===== src/rtl/sync_param_fifo.sv =====
// sync_param_fifo: single-clock FIFO with registered occupancy, threshold
// flags and sticky overflow/underflow indicators.
// Optional feature: define FIFO_FWFT_EN for first-word-fall-through output
// (head entry visible on buf_out with zero read latency). Without it,
// buf_out registers the head entry on the edge that accepts a read.
// rst is asynchronous active-low; clr is a synchronous flush.
module sync_param_fifo #(
   parameter int unsigned WIDTH    = 8,
   parameter int unsigned DEPTH    = 64,
   parameter int unsigned AF_LEVEL = DEPTH - 4,
   parameter int unsigned AE_LEVEL = 4
) (
   input  logic                     clk,
   input  logic                     rst,
   input  logic                     clr,
   input  logic                     wr_en,
   input  logic                     rd_en,
   input  logic [WIDTH-1:0]         buf_in,
   output logic [WIDTH-1:0]         buf_out,
   output logic                     buf_empty,
   output logic                     buf_full,
   output logic                     almost_empty,
   output logic                     almost_full,
   output logic [$clog2(DEPTH):0]   fifo_counter,
   output logic                     overflow,
   output logic                     underflow
);

   localparam int unsigned PW = $clog2(DEPTH);
   localparam int unsigned CW = PW + 1;

   localparam logic [CW-1:0] CNT_ONE = CW'(1);
   localparam logic [CW-1:0] CNT_MAX = CW'(DEPTH);
   localparam logic [CW-1:0] AF_CNT  = CW'(AF_LEVEL);
   localparam logic [CW-1:0] AE_CNT  = CW'(AE_LEVEL);
   localparam logic [PW-1:0] PTR_ONE = PW'(1);

   logic [WIDTH-1:0] mem [DEPTH];
   logic [PW-1:0]    wr_ptr;
   logic [PW-1:0]    rd_ptr;
   logic [CW-1:0]    count_next;
   logic             rd_acc;
   logic             wr_acc;

   // Accept decisions; a flush in the same cycle suppresses both requests.
   // A write into a full FIFO is allowed only when a read frees a slot,
   // while a write never makes a read of an empty FIFO valid.
   always_comb begin
      rd_acc = 1'b0;
      wr_acc = 1'b0;
      if (!clr) begin
         rd_acc = rd_en && !buf_empty;
         wr_acc = wr_en && (!buf_full || rd_acc);
      end
   end

   // Next-state occupancy, shared by the counter and all status flags.
   always_comb begin
      count_next = fifo_counter;
      if (clr)
         count_next = '0;
      else if (wr_acc && !rd_acc)
         count_next = fifo_counter + CNT_ONE;
      else if (rd_acc && !wr_acc)
         count_next = fifo_counter - CNT_ONE;
   end

   // Storage array; contents are deliberately not reset.
   always_ff @(posedge clk) begin
      if (wr_acc)
         mem[wr_ptr] <= buf_in;
   end

   // Pointers and occupancy; pointers wrap naturally at DEPTH.
   always_ff @(posedge clk or negedge rst) begin
      if (!rst) begin
         wr_ptr       <= '0;
         rd_ptr       <= '0;
         fifo_counter <= '0;
      end else if (clr) begin
         wr_ptr       <= '0;
         rd_ptr       <= '0;
         fifo_counter <= '0;
      end else begin
         if (wr_acc)
            wr_ptr <= wr_ptr + PTR_ONE;
         if (rd_acc)
            rd_ptr <= rd_ptr + PTR_ONE;
         fifo_counter <= count_next;
      end
   end

   // Status flags registered from the next-state count so they line up
   // with fifo_counter.
   always_ff @(posedge clk or negedge rst) begin
      if (!rst) begin
         buf_empty    <= 1'b1;
         buf_full     <= 1'b0;
         almost_empty <= 1'b1;
         almost_full  <= 1'b0;
      end else begin
         buf_empty    <= (count_next == '0);
         buf_full     <= (count_next == CNT_MAX);
         almost_empty <= (count_next <= AE_CNT);
         almost_full  <= (count_next >= AF_CNT);
      end
   end

   // Sticky error flags; cleared only by reset or flush.
   always_ff @(posedge clk or negedge rst) begin
      if (!rst) begin
         overflow  <= 1'b0;
         underflow <= 1'b0;
      end else if (clr) begin
         overflow  <= 1'b0;
         underflow <= 1'b0;
      end else begin
         if (wr_en && !wr_acc)
            overflow <= 1'b1;
         if (rd_en && buf_empty)
            underflow <= 1'b1;
      end
   end

`ifdef FIFO_FWFT_EN
   // Head entry falls through to the output; zero while empty.
   always_comb begin
      buf_out = '0;
      if (!buf_empty)
         buf_out = mem[rd_ptr];
   end
`else
   // Output register loads the head entry only on an accepted read.
   always_ff @(posedge clk or negedge rst) begin
      if (!rst)
         buf_out <= '0;
      else if (rd_acc)
         buf_out <= mem[rd_ptr];
   end
`endif

endmodule


===== config.mk =====
export PLATFORM = sky130hd
export DESIGN_NAME = sync_param_fifo
export DESIGN_NICKNAME = d
export VERILOG_FILES = /design/src/rtl/sync_param_fifo.sv
export SDC_FILE = /design/constraint.sdc
export NUM_CORES = 1
export LEC_CHECK = 0
export BUFFER_PORTS_ARGS = -buffer_cell sky130_fd_sc_hd__clkbuf_2
export CAP_MARGIN = 20
export CORE_MARGIN = 2
export CORE_UTILIZATION = 45
export CTS_CLUSTER_DIAMETER = 200
export DETAILED_ROUTE_END_ITERATION = 10
export PLACE_DENSITY_LB_ADDON = 0.1
export SKIP_CTS_REPAIR_TIMING = 1
export SLEW_MARGIN = 20
export SYNTH_ARGS = -nofsm -noshare
export SYNTH_HDL_FRONTEND = slang
export SYNTH_SLANG_ARGS = --single-unit

===== constraint.sdc =====
create_clock -name clk -period 3.5 [get_ports clk]
set_input_delay 1.05 -clock clk [delete_from_list [all_inputs] [get_ports clk]]
set_output_delay 1.05 -clock clk [all_outputs]
set_load 0.02 [all_outputs]

==> results of run 1 <==
[registers in the layout (all words and copies together), names as in the netlist]
name,count
buf_empty,1
underflow,1
buf_out,8
mem,512
almost_empty,1
rd_ptr,6
wr_ptr,6
almost_full,1
fifo_counter,7
overflow,1
buf_full,1
[cell usage in the layout, fill, tap and decap left out, types with 3 or more instances in the layout]
master,netlist,layout
a211oi_1,4,4
a21oi_1,14,14
a22oi_1,7,7
and2_1,3,3
and3_1,4,4
buf_12,0,6
buf_4,9,103
bufinv_16,0,4
clkbuf_1,22,11
clkbuf_16,0,59
clkbuf_2,0,33
clkinv_1,0,10
clkinv_2,0,14
dfrtp_1,31,28
edfxtp_1,512,512
ha_1,4,4
inv_1,6,6
mux2i_1,40,40
mux4_2,122,122
nand2_1,47,47
nand2b_1,9,9
nand3_1,21,21
nand3b_1,3,3
nand4_1,7,7
nor2_1,100,100
nor2b_1,6,6
nor3_1,12,12
o2111ai_1,8,8
o21ai_0,17,17
o21bai_1,7,7
o22ai_1,16,16
or2_2,4,4
or3_1,6,6
xnor2_1,7,7
xor2_1,6,6
[where the power goes]
part / internal (mW) / total (mW) / switching, mW / leakage (nW)
Clock: 3.38 / 5.83 / 2.45 / 0.888
Sequential: 7.22 / 7.40 / 0.181 / 5.03
Combinational: 0.682 / 1.50 / 0.819 / 1.96
Total: 11.3 / 14.7 / 3.45 / 7.88
[worst paths after layout]
kind / to / startpoint / slack (ns)
max reg2reg: buf_out[7] / rd_ptr[1] / 0.79
max in group asynchronous: rd_ptr[1] / rst / 2.23
min in group asynchronous: fifo_counter[3] / rst / 0.58
min reg2reg: overflow / overflow / 0.50
min: overflow / overflow / 0.50
max: buf_out[7] / rd_ptr[1] / 0.79
[metrics by stage]
step                util [%]  instance area (um^2)
finish                 52.35                 24840
global route           52.35                 24840
CTS                    52.35                 24840
detailed placement     48.57                 23040
global placement       48.57                 23040
floorplan                  -                 21540
[cells by family (layout without fill, tap and decap cells)]
group                    Yosys count  count (layout)  share of synthesized area [%]
flip-flops                       545             545                          75.23
adder cells (fa/ha/maj)            4               4                         0.2324
buffers and inverters             72             251                          1.638
XOR/XNOR                          13              13                         0.5287
AO/OA/AOI/OAI                     86              86                          2.655
AND/OR/NAND/NOR                  231             231                          4.990
multiplexers                     164             164                          14.72
[layer usage]
metal	vias up	global-route usage (%)	share of wire, %
met5	-	0	0.025
met1	5782	32.23	46
li1	4763	-	-
met2	345	33.70	46
met3	70	4.113	5.6
met4	2	5.369	2.1
[cell type report]
type	count	area [um^2]
Clock buffer	71	1531
Tap cell	615	769.5
Fill cell	3810	22610
Multi-Input combinational cell	498	4981
Sequential cell	545	16210
Timing Repair Buffer	142	1059
Inverter	6	22.52
Clock inverter	32	261.5
[critical path, stage by stage (launching register included)]
cell	delay [ns]
dfrtp_4	0.83
buf_4	0.40
mux4_2	0.34
mux2i_1	0.41
a211oi_1	0.15
nor4_1	0.30
nor3_1	0.09
==> impl_metrics.py, run 1 <==
metrics = {
    "floorplan": {
        "ioPinCount": 34,
        "floorplan.initialDensity_pct": 45.39,
        "die_x_um": 222.8,
        "rows": 80,
        "core_um2": 47450,
        "fp.dieArea_um2": 49630,
        "die_h_um": 222.8,
    },
    "place": {
        "placed_cells_incl_taps": 1806,
        "dp_slack_ns": 0.2784,
        "port_buffers": 33,
        "routabilityCongestion": 0.8706,
        "hpwlAfterDp_um": 33890,
    },
    "drt": {
        "vias": 10960,
        "antenna_left": 0,
        "first_pass_iters": 5,
        "routed_wl_um": 52660,
        "drc": 0,
        "wl_per_cell_um": 27.59,
        "viasPerCell": 5.742,
        "dr.first_iter.drc_count": 969,
    },
    "timing": {
        "tns_ns": 0,
        "setup_ws_ns": 0.7908,
        "hold-worst-slack_ns": 0.5037,
        "tightest_slew_ns": 0.9281,
        "skew_ns": 0.01773,
        "setup_viol": 0,
        "min_period_over_period_pct": 77.40,
        "fmax_mhz": 369.1,
        "slew_violations": 0,
        "finalHoldViolCount": 0,
        "fin_crit_ns": 2.709,
        "slew_headroom_pct": 38.13,
        "grt_setup_unrepaired": "false",
    },
    "clocking": {
        "clk_latency_ns": 0.60,
        "clock-sinks": 545,
        "clockBufferDepth": 3,
        "path_clk_slew_ns": 0.06,
        "cts_tree": "built",
        "cts_root_buffer": "clkbuf_16",
        "htree_levels": 2,
        "cts_buffers": 57,
    },
    "worst_setup_path": {
        "cp.arrival_ns": 3.19,
        "crit_path_start_kind": "flop",
        "cp.required_ns": 3.98,
        "rr_worst_depth": 6,
        "path_class": "reg2reg",
        "cp-end-kind": "flop",
        "crit_fanout": 31,
    },
    "global_route": {
        "antenna_found_initial": 1,
        "grt_pass1_vias": 11310,
        "grt_usage_pct": 21.78,
        "grt_max_degree": 65,
        "grt_pass1_wl_um": 77780,
        "grt_overflow": 0,
    },
    "power": {
        "ir_drop_uv": 396.6,
        "leakage_nw": 7.879,
        "power_density_nw_per_um2": 593.1,
        "power.total_mw": 14.73,
    },
    "synth": {
        "netlist_area_um2": 21540,
        "synth-edff-count": 512,
        "ys_types": 51,
        "ys_ff_latch": 545,
        "synth_flop_cell": "edfxtp_1",
        "synthCells": 1115,
        "yosysSeqAreaShare_pct": 75.23,
        "synthArstFlopShare_pct": 6.055,
        "synth_area_per_cell_um2": 19.32,
        "synth_top_area_cell": "edfxtp_1",
        "synth_top_cells_by_area": "edfxtp_1 (71%), mux4_2 (13%), dfrtp_1 (3.6%)",
        "synth_common_cells": "edfxtp_1 (512), mux4_2 (122), nor2_1 (100)",
        "yosysMostFrequentCell": "edfxtp_1",
        "synth_warnings": 0,
        "synth_top_area_share_pct": 71.39,
        "synth_nets": 1132,
    },
    "finish": {
        "finalNetCount": 1267,
        "stdcell_count": 1909,
        "synthToLayoutAreaGrowth_pct": 15.32,
        "drive_above_1_share_pct": 27.98,
        "antenna_cells": 0,
    },
    "flow_run": {
        "maxCapViolCount": 0,
    },
    "min_path": {
        "min_path_cells": 2,
        "hold_class": "reg2reg",
    },
    "status": {
        "status": "completed",
    },
}
Power figures use the tool's default switching activity.
==> inputs of run 2 (changes only) <==
==> constraint.sdc (replaced) <==
create_clock -name clk -period 2.39 [get_ports clk]
set_input_delay 0.717 -clock clk [delete_from_list [all_inputs] [get_ports clk]]
set_output_delay 0.717 -clock clk [all_outputs]
set_load 0.02 [all_outputs]
==> impl_metrics.py, run 2 (synthesis results as in run 1) <==
metrics = {
    "global_route": {
        "grt_pass1_vias": 11410,
        "grt_max_degree": 65,
        "grt_usage_pct": 21.42,
        "grt_overflow": 0,
        "antenna_found_initial": 0,
        "grt_pass1_wl_um": 76790,
    },
    "power": {
        "power_density_nw_per_um2": 854.2,
        "power.total_mw": 21.82,
        "leakage_nw": 8.081,
        "ir_drop_uv": 521.5,
    },
    "floorplan": {
        "ioPinCount": 34,
        "floorplan.initialDensity_pct": 45.39,
        "die_x_um": 222.8,
        "core_um2": 47450,
        "rows": 80,
        "die_h_um": 222.8,
        "fp.dieArea_um2": 49630,
    },
    "worst_setup_path": {
        "crit_fanout": 31,
        "rr_worst_depth": 6,
        "cp_common_cell": "nand3_1",
        "slowest_delay_ns": 0.58,
        "cp-end-kind": "flop",
        "reg2reg_to": "buf_out[0]",
        "cp.required_ns": 2.88,
        "crit_path_start_kind": "flop",
        "slowest_stage": "mux4_2",
        "path_class": "reg2reg",
        "reg2reg_from": "rd_ptr[0]",
        "cp_cell_sequence": "buf_12 > mux4_2 > o22ai_1 > o21ai_0 > nand3_1 > nand3_1",
        "cp-startpoint": "rd_ptr[0]",
        "cp.arrival_ns": 2.81,
        "cp_top_family": "multiplexers",
        "rrSetupSlack_ns": 0.07,
        "crit_buf_inv": 1,
    },
    "finish": {
        "synthToLayoutAreaGrowth_pct": 18.62,
        "layout_common_cells": "edfxtp_1 (512), mux4_2 (122), buf_4 (117), nor2_1 (71), clkbuf_16 (55)",
        "final_common_cell": "edfxtp_1",
        "largest_reg_flops": 512,
        "reg_top3": "mem: 512 flops, buf_out: 8 flops, fifo_counter: 7 flops",
        "final_util_pct": 53.84,
        "drive_above_1_share_pct": 32.55,
        "antenna_cells": 0,
        "finalNetCount": 1297,
        "fillers": 3788,
        "regMostFlops": "mem",
    },
    "place": {
        "routabilityCongestion": 0.8712,
        "hpwlAfterDp_um": 33180,
        "port_buffers": 33,
    },
    "clocking": {
        "cts_root_buffer": "clkbuf_16",
        "cts_buffers": 55,
        "htree_levels": 2,
        "clock-sinks": 545,
        "clockBufferDepth": 3,
        "path_clk_slew_ns": 0.07,
        "clk_latency_ns": 0.62,
        "cts_tree": "built",
    },
    "timing": {
        "fmax_mhz": 431.4,
        "min_period_over_period_pct": 96.99,
        "fin_crit_ns": 2.318,
        "slew_violations": 0,
        "tns_ns": 0,
        "tightest_slew_ns": 0.6388,
        "grt_setup_unrepaired": "false",
        "skew_ns": 0.03225,
        "finalHoldViolCount": 0,
        "setup_viol": 0,
        "slew_headroom_pct": 57.41,
        "hold-worst-slack_ns": 0.4860,
    },
    "drt": {
        "drc": 0,
        "first_pass_iters": 5,
        "wl_per_cell_um": 26.88,
        "vias": 10980,
        "antenna_left": 0,
        "dr.first_iter.drc_count": 984,
        "viasPerCell": 5.665,
        "routed_wl_um": 52120,
    },
    "flow_run": {
        "maxCapViolCount": 0,
    },
    "min_path": {
        "min_to": "underflow",
        "min_from": "rd_en",
        "hold_class": "in2reg",
        "min_path_cells": 4,
    },
    "status": {
        "status": "completed",
    },
}
[run 2: how the worst max path moves through the flow]
stage / slack, ns / endpoint / cells past startpoint
2_1_floorplan: -0.03 / mem[36][0] / 7
3_3_place_gp: -0.27 / mem[43][5] / 10
3_5_place_dp: -0.23 / mem[43][2] / 10
4_1_cts: 0.03 / buf_out[4] / 6
5_1_grt: 0.007 / buf_out[7] / 7
6_report: 0.07 / buf_out[0] / 6
[run 2: cell type report]
class / instances / area (um^2) / area share, %
Tap cell: 615 / 769.5 / 3.012
Multi-Input combinational cell: 498 / 5239 / 20.51
Timing Repair Buffer: 174 / 1513 / 5.921
Sequential cell: 545 / 16210 / 63.46
Inverter: 6 / 22.52 / 0.08816
Clock inverter: 39 / 389.1 / 1.523
Clock buffer: 62 / 1403 / 5.490
[run 2: metal layers]
layer  global-route usage (%)  share of wire, %
met5                        0                 0
met2                    34.79                49
met1                    30.83                45
met3                    3.372               4.2
met4                    4.850               2.1
[run 2: report_power, final]
| part | switching (mW) | internal [mW] | total (mW) |
|---|---|---|---|
| clock network | 3.68 | 4.90 | 8.58 |
| registers | 0.181 | 10.6 | 10.8 |
| logic | 1.34 | 1.15 | 2.48 |
| total | 5.20 | 16.6 | 21.8 |
[run 2: worst register-to-register path: stages (launching register included)]
cell and delay [ns]:
dfrtp_4 0.55, buf_12 0.31, mux4_2 0.58, o22ai_1 0.30, o21ai_0 0.24, nand3_1 0.15
nand3_1 0.08
[run 2: stage by stage]
step / worst slack [ns] / cells / area, um^2
2_1_floorplan: -0.03494 / 1115 / 21800
3_3_place_gp: -0.2691 / 1831 / 23660
3_5_place_dp: -0.2283 / 1831 / 23660
4_1_cts: 0.03338 / 1932 / 25450
5_1_grt: 0.006689 / 1939 / 25550
6_report: 0.07194 / 1939 / 25550
